File: config.mk
export PLATFORM = sky130hd
export DESIGN_NAME = parking_gate_arbiter
export DESIGN_NICKNAME = d
export VERILOG_FILES = /design/src/rtl/parking_pkg.sv /design/src/rtl/seg7_decoder.sv /design/src/rtl/parking_gate_arbiter.sv
export SDC_FILE = /design/constraint.sdc
export NUM_CORES = 1
export LEC_CHECK = 0
export ABC_AREA = 0
export CORE_MARGIN = 2
export CORE_UTILIZATION = 45
export DETAILED_ROUTE_END_ITERATION = 10
export PLACE_DENSITY = 0.76
export SLEW_MARGIN = 15
export SYNTH_ARGS = -nofsm -noshare
export SYNTH_HDL_FRONTEND = slang
export SYNTH_SLANG_ARGS = --single-unit
File: constraint.sdc
create_clock -name clk -period 3.9 [get_ports clk]
set_input_delay 0.78 -clock clk [delete_from_list [all_inputs] [get_ports clk]]
set_output_delay 0.78 -clock clk [all_outputs]
set_load 0.01 [all_outputs]
File: src/rtl/parking_pkg.sv
// Shared definitions for the car-park barrier arbiter: FSM state encoding,
// lane identifiers and the active-low 7-segment glyph table used by the
// optional free-space display.
package parking_pkg;

    // Gate sequencing states
    typedef enum logic [1:0] {
        ST_IDLE      = 2'd0,
        ST_WAIT_AUTH = 2'd1,
        ST_OPEN      = 2'd2,
        ST_CLOSE     = 2'd3
    } state_t;

    // Which lane currently owns (or last owned) the barrier
    typedef enum logic {
        LANE_ENTRY = 1'b0,
        LANE_EXIT  = 1'b1
    } lane_t;

    // Active-low segment patterns, bit order {g,f,e,d,c,b,a}
    localparam logic [6:0] SEG_0 = 7'b1000000;
    localparam logic [6:0] SEG_1 = 7'b1111001;
    localparam logic [6:0] SEG_2 = 7'b0100100;
    localparam logic [6:0] SEG_3 = 7'b0110000;
    localparam logic [6:0] SEG_4 = 7'b0011001;
    localparam logic [6:0] SEG_5 = 7'b0010010;
    localparam logic [6:0] SEG_6 = 7'b0000010;
    localparam logic [6:0] SEG_7 = 7'b1111000;
    localparam logic [6:0] SEG_8 = 7'b0000000;
    localparam logic [6:0] SEG_9 = 7'b0010000;
    localparam logic [6:0] SEG_A = 7'b0001000;
    localparam logic [6:0] SEG_B = 7'b0000011;
    localparam logic [6:0] SEG_C = 7'b1000110;
    localparam logic [6:0] SEG_D = 7'b0100001;
    localparam logic [6:0] SEG_E = 7'b0000110;
    localparam logic [6:0] SEG_F = 7'b0001110;

    // Hex digit to active-low segment pattern
    function automatic logic [6:0] seg7Lookup(input logic [3:0] digit);
        logic [6:0] seg;
        case (digit)
            4'h0:    seg = SEG_0;
            4'h1:    seg = SEG_1;
            4'h2:    seg = SEG_2;
            4'h3:    seg = SEG_3;
            4'h4:    seg = SEG_4;
            4'h5:    seg = SEG_5;
            4'h6:    seg = SEG_6;
            4'h7:    seg = SEG_7;
            4'h8:    seg = SEG_8;
            4'h9:    seg = SEG_9;
            4'hA:    seg = SEG_A;
            4'hB:    seg = SEG_B;
            4'hC:    seg = SEG_C;
            4'hD:    seg = SEG_D;
            4'hE:    seg = SEG_E;
            default: seg = SEG_F;
        endcase
        return seg;
    endfunction

endpackage

File: src/rtl/seg7_decoder.sv
// Combinational hex digit to active-low 7-segment decoder.
// Only instantiated when the free-space display (OCCUPANCY_DISPLAY_EN) is built.
module seg7_decoder
    import parking_pkg::*;
(
    input  logic [3:0] i_digit,
    output logic [6:0] o_seg
);

    assign o_seg = seg7Lookup(i_digit);

endmodule

File: src/rtl/parking_gate_arbiter.sv
// Barrier gate arbiter for the car park: shares one gate between the entry
// and exit lanes, waits for password authorisation on entry, sequences the
// open/close cycle and tracks occupancy against CAPACITY.
// Optional feature: define OCCUPANCY_DISPLAY_EN to add the hex_free output,
// an active-low 7-segment display of the number of free spaces.
module parking_gate_arbiter
    import parking_pkg::*;
#(
    parameter int CAPACITY    = 8,
    parameter int CW          = 4,
    parameter int TIMEOUT_CYC = 64,
    parameter int CLOSE_CYC   = 4
) (
    input  logic          clk,
    input  logic          reset,
    input  logic          req_entry,
    input  logic          req_exit,
    input  logic          auth_ok,
    input  logic          gate_clear,
    output logic          grant_entry,
    output logic          grant_exit,
    output logic          gate_open,
    output logic          full,
    output logic [CW-1:0] occupancy,
    output logic          timeout_err
`ifdef OCCUPANCY_DISPLAY_EN
    ,
    output logic [6:0]    hex_free
`endif
);

    // The timer must be able to reach the larger of the two terminal counts
    localparam int TMAX = (TIMEOUT_CYC > CLOSE_CYC) ? TIMEOUT_CYC : CLOSE_CYC;
    localparam int TW   = $clog2(TMAX + 1);

    localparam logic [TW-1:0] TIMEOUT_LAST = TW'(TIMEOUT_CYC - 1);
    localparam logic [TW-1:0] CLOSE_LAST   = TW'(CLOSE_CYC - 1);
    localparam logic [CW-1:0] CAP_VAL      = CW'(CAPACITY);

    state_t        r_state;
    lane_t         r_lane;
    logic          r_prioEntry;
    logic [TW-1:0] r_timer;
    logic [CW-1:0] r_occupancy;
    logic          r_full;
    logic          r_grantEntry;
    logic          r_grantExit;
    logic          r_gateOpen;
    logic          r_timeoutErr;

    state_t        w_nextState;
    lane_t         w_nextLane;
    logic          w_nextPrio;
    logic [CW-1:0] w_occNext;
    logic          w_fullNext;
    logic          w_timeoutPulse;
    logic          w_eligEntry;
    logic          w_eligExit;
    logic          w_grantEntryNext;
    logic          w_grantExitNext;
    logic          w_gateOpenNext;

    // Next-state, arbitration, occupancy update and next registered outputs
    always_comb begin
        w_nextState    = r_state;
        w_nextLane     = r_lane;
        w_nextPrio     = r_prioEntry;
        w_occNext      = r_occupancy;
        w_timeoutPulse = 1'b0;
        w_eligEntry    = req_entry & ~r_full;
        w_eligExit     = req_exit & (r_occupancy != '0);

        case (r_state)
            ST_IDLE: begin
                if (w_eligEntry && w_eligExit) begin
                    if (r_prioEntry) begin
                        w_nextLane  = LANE_ENTRY;
                        w_nextState = ST_WAIT_AUTH;
                    end else begin
                        w_nextLane  = LANE_EXIT;
                        w_nextState = ST_OPEN;
                    end
                    w_nextPrio = ~r_prioEntry;
                end else if (w_eligEntry) begin
                    w_nextLane  = LANE_ENTRY;
                    w_nextState = ST_WAIT_AUTH;
                end else if (w_eligExit) begin
                    w_nextLane  = LANE_EXIT;
                    w_nextState = ST_OPEN;
                end
            end
            ST_WAIT_AUTH: begin
                if (auth_ok) begin
                    w_nextState = ST_OPEN;
                end else if (r_timer == TIMEOUT_LAST) begin
                    w_nextState    = ST_IDLE;
                    w_timeoutPulse = 1'b1;
                end
            end
            ST_OPEN: begin
                if (gate_clear) begin
                    w_nextState = ST_CLOSE;
                    if (r_lane == LANE_ENTRY) begin
                        if (r_occupancy != CAP_VAL) begin
                            w_occNext = r_occupancy + CW'(1);
                        end
                    end else begin
                        if (r_occupancy != '0) begin
                            w_occNext = r_occupancy - CW'(1);
                        end
                    end
                end else if (r_timer == TIMEOUT_LAST) begin
                    w_nextState    = ST_CLOSE;
                    w_timeoutPulse = 1'b1;
                end
            end
            ST_CLOSE: begin
                if (r_timer == CLOSE_LAST) begin
                    w_nextState = ST_IDLE;
                end
            end
            default: begin
                w_nextState = ST_IDLE;
            end
        endcase

        w_fullNext       = (w_occNext == CAP_VAL);
        w_grantEntryNext = (w_nextState != ST_IDLE) && (w_nextLane == LANE_ENTRY);
        w_grantExitNext  = (w_nextState != ST_IDLE) && (w_nextLane == LANE_EXIT);
        w_gateOpenNext   = (w_nextState == ST_OPEN);
    end

    // State, owning lane and round-robin priority registers
    always_ff @(posedge clk or posedge reset) begin
        if (reset) begin
            r_state     <= ST_IDLE;
            r_lane      <= LANE_ENTRY;
            r_prioEntry <= 1'b1;
        end else begin
            r_state     <= w_nextState;
            r_lane      <= w_nextLane;
            r_prioEntry <= w_nextPrio;
        end
    end

    // Per-state cycle timer, cleared on every state change and saturating
    always_ff @(posedge clk or posedge reset) begin
        if (reset) begin
            r_timer <= '0;
        end else if (w_nextState != r_state) begin
            r_timer <= '0;
        end else if (r_timer != '1) begin
            r_timer <= r_timer + TW'(1);
        end
    end

    // Occupancy counter and full flag
    always_ff @(posedge clk or posedge reset) begin
        if (reset) begin
            r_occupancy <= '0;
            r_full      <= 1'b0;
        end else begin
            r_occupancy <= w_occNext;
            r_full      <= w_fullNext;
        end
    end

    // Registered gate and status outputs
    always_ff @(posedge clk or posedge reset) begin
        if (reset) begin
            r_grantEntry <= 1'b0;
            r_grantExit  <= 1'b0;
            r_gateOpen   <= 1'b0;
            r_timeoutErr <= 1'b0;
        end else begin
            r_grantEntry <= w_grantEntryNext;
            r_grantExit  <= w_grantExitNext;
            r_gateOpen   <= w_gateOpenNext;
            r_timeoutErr <= w_timeoutPulse;
        end
    end

    assign grant_entry = r_grantEntry;
    assign grant_exit  = r_grantExit;
    assign gate_open   = r_gateOpen;
    assign full        = r_full;
    assign occupancy   = r_occupancy;
    assign timeout_err = r_timeoutErr;

`ifdef OCCUPANCY_DISPLAY_EN
    logic [3:0] w_freeDigit;
    logic [6:0] w_freeSeg;
    logic [6:0] r_hexFree;

    assign w_freeDigit = 4'(CAP_VAL - r_occupancy);

    seg7_decoder u_seg7_decoder (
        .i_digit (w_freeDigit),
        .o_seg   (w_freeSeg)
    );

    // Display register lags the occupancy counter by one cycle
    always_ff @(posedge clk or posedge reset) begin
        if (reset) begin
            r_hexFree <= '0;
        end else begin
            r_hexFree <= w_freeSeg;
        end
    end

    assign hex_free = r_hexFree;
`endif

endmodule

==> results of run 1 <==
[worst paths after layout]
check	cells after the start	end	from
max	7	grant_exit	r_state[0]
min reg2reg	1	r_prioEntry	r_prioEntry
max reg2reg	7	grant_exit	r_state[0]
max in group asynchronous	2	grant_entry	reset
min	1	r_prioEntry	r_prioEntry
min in group asynchronous	2	r_state[1]	reset
[state kept, by name (all words and copies together), names as in the netlist]
signal and count:
r_prioEntry 1, gate_open 1, r_state 2, timeout_err 1, r_lane 1, full 1, occupancy 4, grant_exit 1
r_timer 7, grant_entry 1
[per-stage QoR]
step | setup WS, ns | area, µm² | power (µW)
floorplan | 1.505 | 1333 | 849.8
global placement | 1.290 | 1493 | 1024
detailed placement | 1.241 | 1493 | 1051
CTS | 1.368 | 1529 | 1179
global route | 1.127 | 1529 | 1280
finish | 1.326 | 1529 | 1176
[worst max-delay path, cell delays in order (launching register included)]
cell	delay, ns
dfrtp_1	0.51
inv_1	0.13
ha_1	0.30
nor4b_1	0.40
nand2_1	0.10
o32a_1	0.37
o21ai_0	0.46
a21boi_0	0.17
[power groups by stage]
stage	clock (µW)	sequential (µW)	combinational [µW]
after detailed placement	0	389	662
after CTS	126	386	667
final	121	387	668
after global routing	133	402	745
after floorplan	0	371	479
after global placement	0	381	643
[cell usage after synthesis (2+ instances only)]
| master | number |
|---|---|
| xnor2_1 | 3 |
| nor3_1 | 6 |
| nand2b_1 | 2 |
| nor2_1 | 9 |
| o21ai_0 | 10 |
| nand4_1 | 3 |
| nand3_1 | 2 |
| a31oi_1 | 7 |
| nor4b_1 | 3 |
| and3_1 | 2 |
| ha_1 | 8 |
| a2111oi_4 | 2 |
| a22o_1 | 2 |
| and2_1 | 3 |
| a21oi_1 | 9 |
| clkbuf_1 | 2 |
| nand2_1 | 10 |
| dfrtp_1 | 19 |
| mux2i_1 | 2 |
| inv_1 | 12 |
| nand4b_1 | 2 |
[cells in the final DEF (no fill, tap or decap), types with 6 or more instances in the layout]
master           count
a31oi_1              7
inv_1               12
nand2_1             10
nor2_1               9
clkdlybuf4s50_1     14
nor3_1               6
dfrtp_1             19
o21ai_0             10
ha_1                 8
a21oi_1              9
[final cells by class]
type | instances | area [µm²] | area share
Tap cell | 31 | 38.79 | 0.02537
Sequential cell | 20 | 501.7 | 0.3281
Multi-Input combinational cell | 106 | 767.0 | 0.5016
Timing Repair Buffer | 14 | 140.1 | 0.09165
Inverter | 12 | 45.04 | 0.02946
Clock buffer | 4 | 36.28 | 0.02373
[per-layer routing]
metal	vias up	global-route usage	wire, µm
li1	548	-	-
met1	535	0.2721	1379
met2	35	0.2970	1330
met3	4	0.01978	110
met4	0	0.07309	39
met5	-	0	0
[cells by family after synthesis]
group | share of synthesized area
mux | 0.01502
simple gates | 0.2273
xor+xnor | 0.02630
flops | 0.3765
compound gates | 0.2319
fa+ha+maj | 0.07512
buf+inv | 0.04789
==> out/results.ini, run 1 <==
[power]
power.density_nw_per_um2=769.2
swShare=0.4567
p_leak_uw=0.0006287
p_int_uw=639.0
pwr-share-seq=0.329
p_switching_uw=537.1
ir_drop_mv=0.4939
p_comb_frac=0.568
pwr-share-clk=0.103

[worst_setup_path]
critPathCaptureType=flip-flop
worstPathArrival_ns=2.73
rrSetupSlack_ns=1.33
worstPathRequired_ns=4.06
crit_type=flip-flop to flip-flop
start_kind=flip-flop
worstPathMaxFanout=7

[cts]
post-cts-setup-buffers=0
max-clock-path-buffers=2
cts_sinks=20
clkTransAtPathRegs_ns=0.12
cts_tree=done
clock_latency_ns=0.30
cts_made_buffers=3
ctsResizeCount=0
ctsHoldBuffers=0
clock-root-buffer=clkbuf_4
htreeDepth=1

[logic_synthesis]
synth-seq-cells=20
synth_edf_count=0
synth-seq-area-share=0.3765
synthDistinctLibCells=44
syn_area_um2=1333
yosysTopAreaCell=dfrtp_1
synth_ff_type=dfrtp_1
yosys-top-cells-area=dfrtp_1, ha_1, a2111oi_4
netlist.area_leader.share=0.3568
yosysWarnings=0
ys_async_sr_fraction=1.000
synthCells=141
synth_nets=155
avgSynthCellArea_um2=9.451

[detailed_routing]
num_vias=1122
drt_iter0_drc=58
drt-wirelength-per-cell_um=15.29
vias_per_cell=6.000
dr.pass1.iters=4
wirelength_mm=2.859
drc=0
ant_nets=0

[min_path]
min_path_type=flip-flop to flip-flop

[sta]
max_slew_margin=0.4840
hold_viol_final=0
max_freq_mhz=388.5
rsz0062_at_grt=false
finalSetupViolCount=0
fin_crit_sh=0.6599
finalCriticalPeriod_ns=2.574
tightest_slew_ns=0.7732
finalClockSkew_ns=0.003880
finalMaxSlewViolations=0
whs_ns=0.5189
final.setup.tns_ns=0

[placement]
dp.cells=183
portBuffers=14
gp_congestion=0.8751
dpl.hpwl_mm=2.158

[grt]
grt_overflow_total=0
track_usage=0.1903
grt_pass1_wl_mm=5.050
grt_max_degree=21
grt_pass1_vias=1123
antenna_found_initial=0

[layout]
area_growth_syn_to_layout_pct=14.74
utilization=0.5497
finalNonFillerCells=187
drive_above_1_share=0.09615
nNetsFinal=171
diodes=0
fill_cells=246

[job]
maxCapViolCount=0

[die]
coreArea_um2=2781
die_x_um=58.42
ios=15
row_count=19
die-area_um2=3412
start_util=0.4791
die_y_um=58.42

[outcome]
outcome=finished, final reports clean

No activity file was read; power rests on OpenSTA's default activity.
==> run 2, diff against run 1 <==
Settings changed: PLACE_DENSITY 0.76 to 0.79.
Clock period 3.9 ns to 2.1 ns, I/O delays scaled along.
==> out/results.ini, run 2 (synthesis results as in run 1) <==
[cts]
clock_latency_ns=0.29
clock-root-buffer=clkbuf_4
cts_sinks=20
max-clock-path-buffers=2
htreeDepth=1
cts_made_buffers=3
clkTransAtPathRegs_ns=0.11
cts_tree=done

[layout]
diodes=0
top_register=r_timer
finalNonFillerCells=209
largest_reg_flops=7
utilization=0.6410
area_growth_syn_to_layout_pct=33.80
mostFrequentLayoutCell=buf_4
nNetsFinal=193
layout_common_cells=buf_4, dfrtp_1, clkdlybuf4s50_1
drive_above_1_share=0.2753
fill_cells=221

[worst_setup_path]
cp_top_family=simple AND/OR/NAND/NOR gates
rrSetupSlack_ns=-0.06
reg2regPathDepth=7
worstPathArrival_ns=2.36
crit_buf_inv=1
timing.rr.end=r_timer[5]
worstPathMaxFanout=7
start_kind=flip-flop
worstPathRequired_ns=2.30
cpPeakStageDelay_ns=0.43
crit_type=flip-flop to flip-flop
critPathCaptureType=flip-flop
cpMaxStageDelayCell=dfrtp_2
r2r_start=occupancy[1]
crit_chain=inv_2 > ha_4 > or3b_4 > and3_4 > a22o_1 > a211o_4 > nor3_1
cp.depth=7

[sta]
tightest_slew_ns=0.4710
max_slew_margin=0.6850
finalSetupViolCount=2
rsz0062_at_grt=true
finalMaxSlewViolations=0
finalCriticalPeriod_ns=2.160
final.setup.tns_ns=-0.07116
max_freq_mhz=463.0
hold_viol_final=0
whs_ns=0.4326
fin_ws_ns=-0.05980
fin_crit_sh=1.028
finalClockSkew_ns=0.004478

[outcome]
violations=setup timing
outcome=complete, but fails checks

[grt]
grt_overflow_total=0
grt_pass1_wl_mm=5.382
antenna_found_initial=0
grt_max_degree=21
grt_pass1_vias=1164
track_usage=0.2052

[die]
coreArea_um2=2781
row_count=19
start_util=0.4791
die_x_um=58.42
die_y_um=58.42
die-area_um2=3412
ios=15

[placement]
dp.cells=199
portBuffers=14
dpl.hpwl_mm=2.425
gp_congestion=0.8892

[power]
p_leak_uw=0.0007413
ir_drop_mv=1.057
power.density_nw_per_um2=1494

[detailed_routing]
ant_nets=0
drt-wirelength-per-cell_um=16.39
vias_per_cell=6.124
wirelength_mm=3.425
drc=0
dr.pass1.iters=4
num_vias=1280
drt_iter0_drc=73

[min_path]
min_path_type=primary input to async pin

[job]
maxCapViolCount=0

## run 2: area by class of cell
cell class,count,area (µm²),area share
clock buffers,4,26.28,0.01474
flip-flops and latches,20,503.0,0.2821
inverters,12,45.04,0.02526
repair buffers,36,305.3,0.1712
multi-input cells,106,864.6,0.4849
well taps,31,38.79,0.02175
## run 2: what timing repair did
action	in CTS	in global routing
gates cloned	0	0
setup endpoints to repair	4	10
resized for setup	4	11
setup buffers	0	6
pin swaps	0	3
hold buffers	0	0
## run 2: metrics by stage
step / total power [µW] / worst slack [ns] / area, µm²
after global placement: 2121 / 0.002683 / 1633
after floorplan: 1610 / -0.05803 / 1353
final: 2663 / -0.05980 / 1783
after global routing: 2848 / -0.1165 / 1783
after CTS: 2432 / -0.01879 / 1679
after detailed placement: 2197 / -0.1377 / 1633
## run 2: routing by layer
metal	wire, µm	global-route usage	vias to the layer above
met1	1503	0.2978	610
met3	242	0.02857	8
met4	46	0.04651	0
met2	1633	0.3258	65
li1	-	-	597
met5	0	0	-
## run 2: worst max-delay path by stage
stage	startpoint	to	slack (ns)
after floorplan	occupancy[0]	r_timer[4]	-0.06
after global placement	gate_clear	r_timer[3]	0.003
after detailed placement	req_entry	r_timer[6]	-0.14
after CTS	occupancy[1]	r_timer[2]	-0.02
after global routing	occupancy[1]	r_timer[5]	-0.12
final	occupancy[1]	r_timer[5]	-0.06
## run 2: report_power, final
| group | total [µW] | switching [µW] | leakage, µW | internal [µW] |
|---|---|---|---|---|
| Combinational | 1850 | 989 | 0.000473 | 866 |
| Clock | 187 | 113 | 0.0000150 | 73.9 |
| Sequential | 622 | 91.3 | 0.000253 | 531 |
## run 2: worst reg2reg max path: stages, from the launching register on
cell and delay [ns]:
dfrtp_2 0.43, inv_2 0.07, ha_4 0.14, or3b_4 0.38, and3_4 0.16, a22o_1 0.21, a211o_4 0.40, nor3_1 0.27
==> RTL change: new RTL, flow settings as in run 2 <==
The output `timeout_err` loses its register stage (`r_timeoutErr` becomes a continuous assignment).
--- a/src/rtl/parking_gate_arbiter.sv
+++ b/src/rtl/parking_gate_arbiter.sv
@@ -171,14 +171,14 @@
             r_grantEntry <= 1'b0;
             r_grantExit  <= 1'b0;
             r_gateOpen   <= 1'b0;
-            r_timeoutErr <= 1'b0;
         end else begin
             r_grantEntry <= w_grantEntryNext;
             r_grantExit  <= w_grantExitNext;
             r_gateOpen   <= w_gateOpenNext;
-            r_timeoutErr <= w_timeoutPulse;
-        end
-    end
+        end
+    end
+
+    assign r_timeoutErr = w_timeoutPulse;
 
     assign grant_entry = r_grantEntry;
     assign grant_exit  = r_grantExit;
Check against the original RTL: no difference found for any inputs over 10 cycles, from zero or initial values and one cycle with reset high; that may be too few to reach the edited logic, so the function may still have changed.
==> RTL change against run 2 <==
Routed wire length fell by 19%. Worst setup slack better by 0.16 ns. Die area is 1.2% lower. Design area fell by 8.8%. Area after synthesis is 1.3% lower. Sequential cell count shrank 1.
Power is left out: it rests on default switching activity, and per cell area and clock period it moved more than threefold.
==> RTL change: results <==
[outcome]
status = "completed"

[floorplan]
dieArea_um2 = 3370

[final_layout]
nFillCells = 238
clock_tree_area_fraction_pct = 1.69
multi_input_cells = 103
antenna_cells = 0
nClkBuffers = 3
finalNetCount = 181
fin_util_pct = 58.9
multiInputGateArea_um2 = 793
nNonClkBuffers = 29
regArea_um2 = 477
nonClkBufAreaFrac_pct = 15.2
inverters_excl_clock = 11
drive_above_1_share_pct = 24.1

[place]
dp_cells = 191
gp_congestion = 0.824
dp_hpwl_mm = 2.07
port_buffers = 14
post-place-ws_ns = -0.239

[setup_path]
path_delay_family = "compound AO/OA/AOI/OAI gates"
slowest_stage = "dfrtp_1"
startpoint = "r_state[1]"
reg2reg_slack_ns = 0.1
worstPathArrival_ns = 2.19
critPathMaxFanout = 7
cp-endpoint = "r_timer[6]"
max_stage_delay_ns = 0.39
r2r_cells = 8

[timing]
clock.fmax_mhz = 499
relSlewSlack_pct = 74.7
whs_ns = 0.426
skew_ns = 0.00628

[logic_synthesis]
yosysSeqAreaShare_pct = 36.3
synth_fp_nets = 151
syn_avg_cell_area_um2 = 9.60
synth_ff_type = "dfrtp_1"
ys_top_cells_by_area = "dfrtp_1 (34%), ha_1 (7.6%), a21oi_1 (3.8%)"
synth.distinct_cells = 50
synth_common_cells = "dfrtp_1 (18), nor2_1 (13), inv_1 (11), a21oi_1 (10), nand2_1 (9)"

[clock_network]
ctsResizeCount = 4
cts_made_buffers = 3
clkTransAtPathRegs_ns = 0.11
cts_sinks = 19
cts_setup_buffers = 1

[routing]
drt_iter0_drc = 47
drtPass1Iterations = 4
vias = 1120
drt-total-wl_mm = 2.79
routedWlPerCell_um = 14.2

[grt]
grt_max_degree = 20
grt_usage_pct = 18.5
grt_pass1_wl_mm = 4.79

[hold_path]
min-delay-path-class = "input port to async pin"

[flow_run]
max_cap_viol_count = 0
## RTL change: cell types whose count changed in the layout (fill, tap and decap cells not counted), moves of 3 or more
cell / delta
nand3_1: +3
buf_4: -7
nor3_1: -3
nor2_1: +3
ha_1: +3
## RTL change: cells by family after synthesis
kind of cell | count (synthesis) | share of synthesized area, %
AND/OR/NAND/NOR | 49 | 22.0
AO/OA/AOI/OAI | 39 | 23.9
flip-flops | 19 | 36.3
buffers and inverters | 15 | 5.33
adder cells (fa/ha/maj) | 8 | 7.61
XOR/XNOR | 4 | 2.66
multiplexers | 3 | 2.28
## RTL change: metal layers
| metal | GRT usage [%] | share of wire, % | wire [µm] | up-vias |
|---|---|---|---|---|
| li1 | - | - | - | 553 |
| met1 | 23.7 | 45 | 1240 | 530 |
| met2 | 30.2 | 49 | 1370 | 32 |
| met3 | 2.68 | 4.7 | 130 | 5 |
| met4 | 9.63 | 1.7 | 48 | 0 |
| met5 | 0 | 0 | 0 | - |
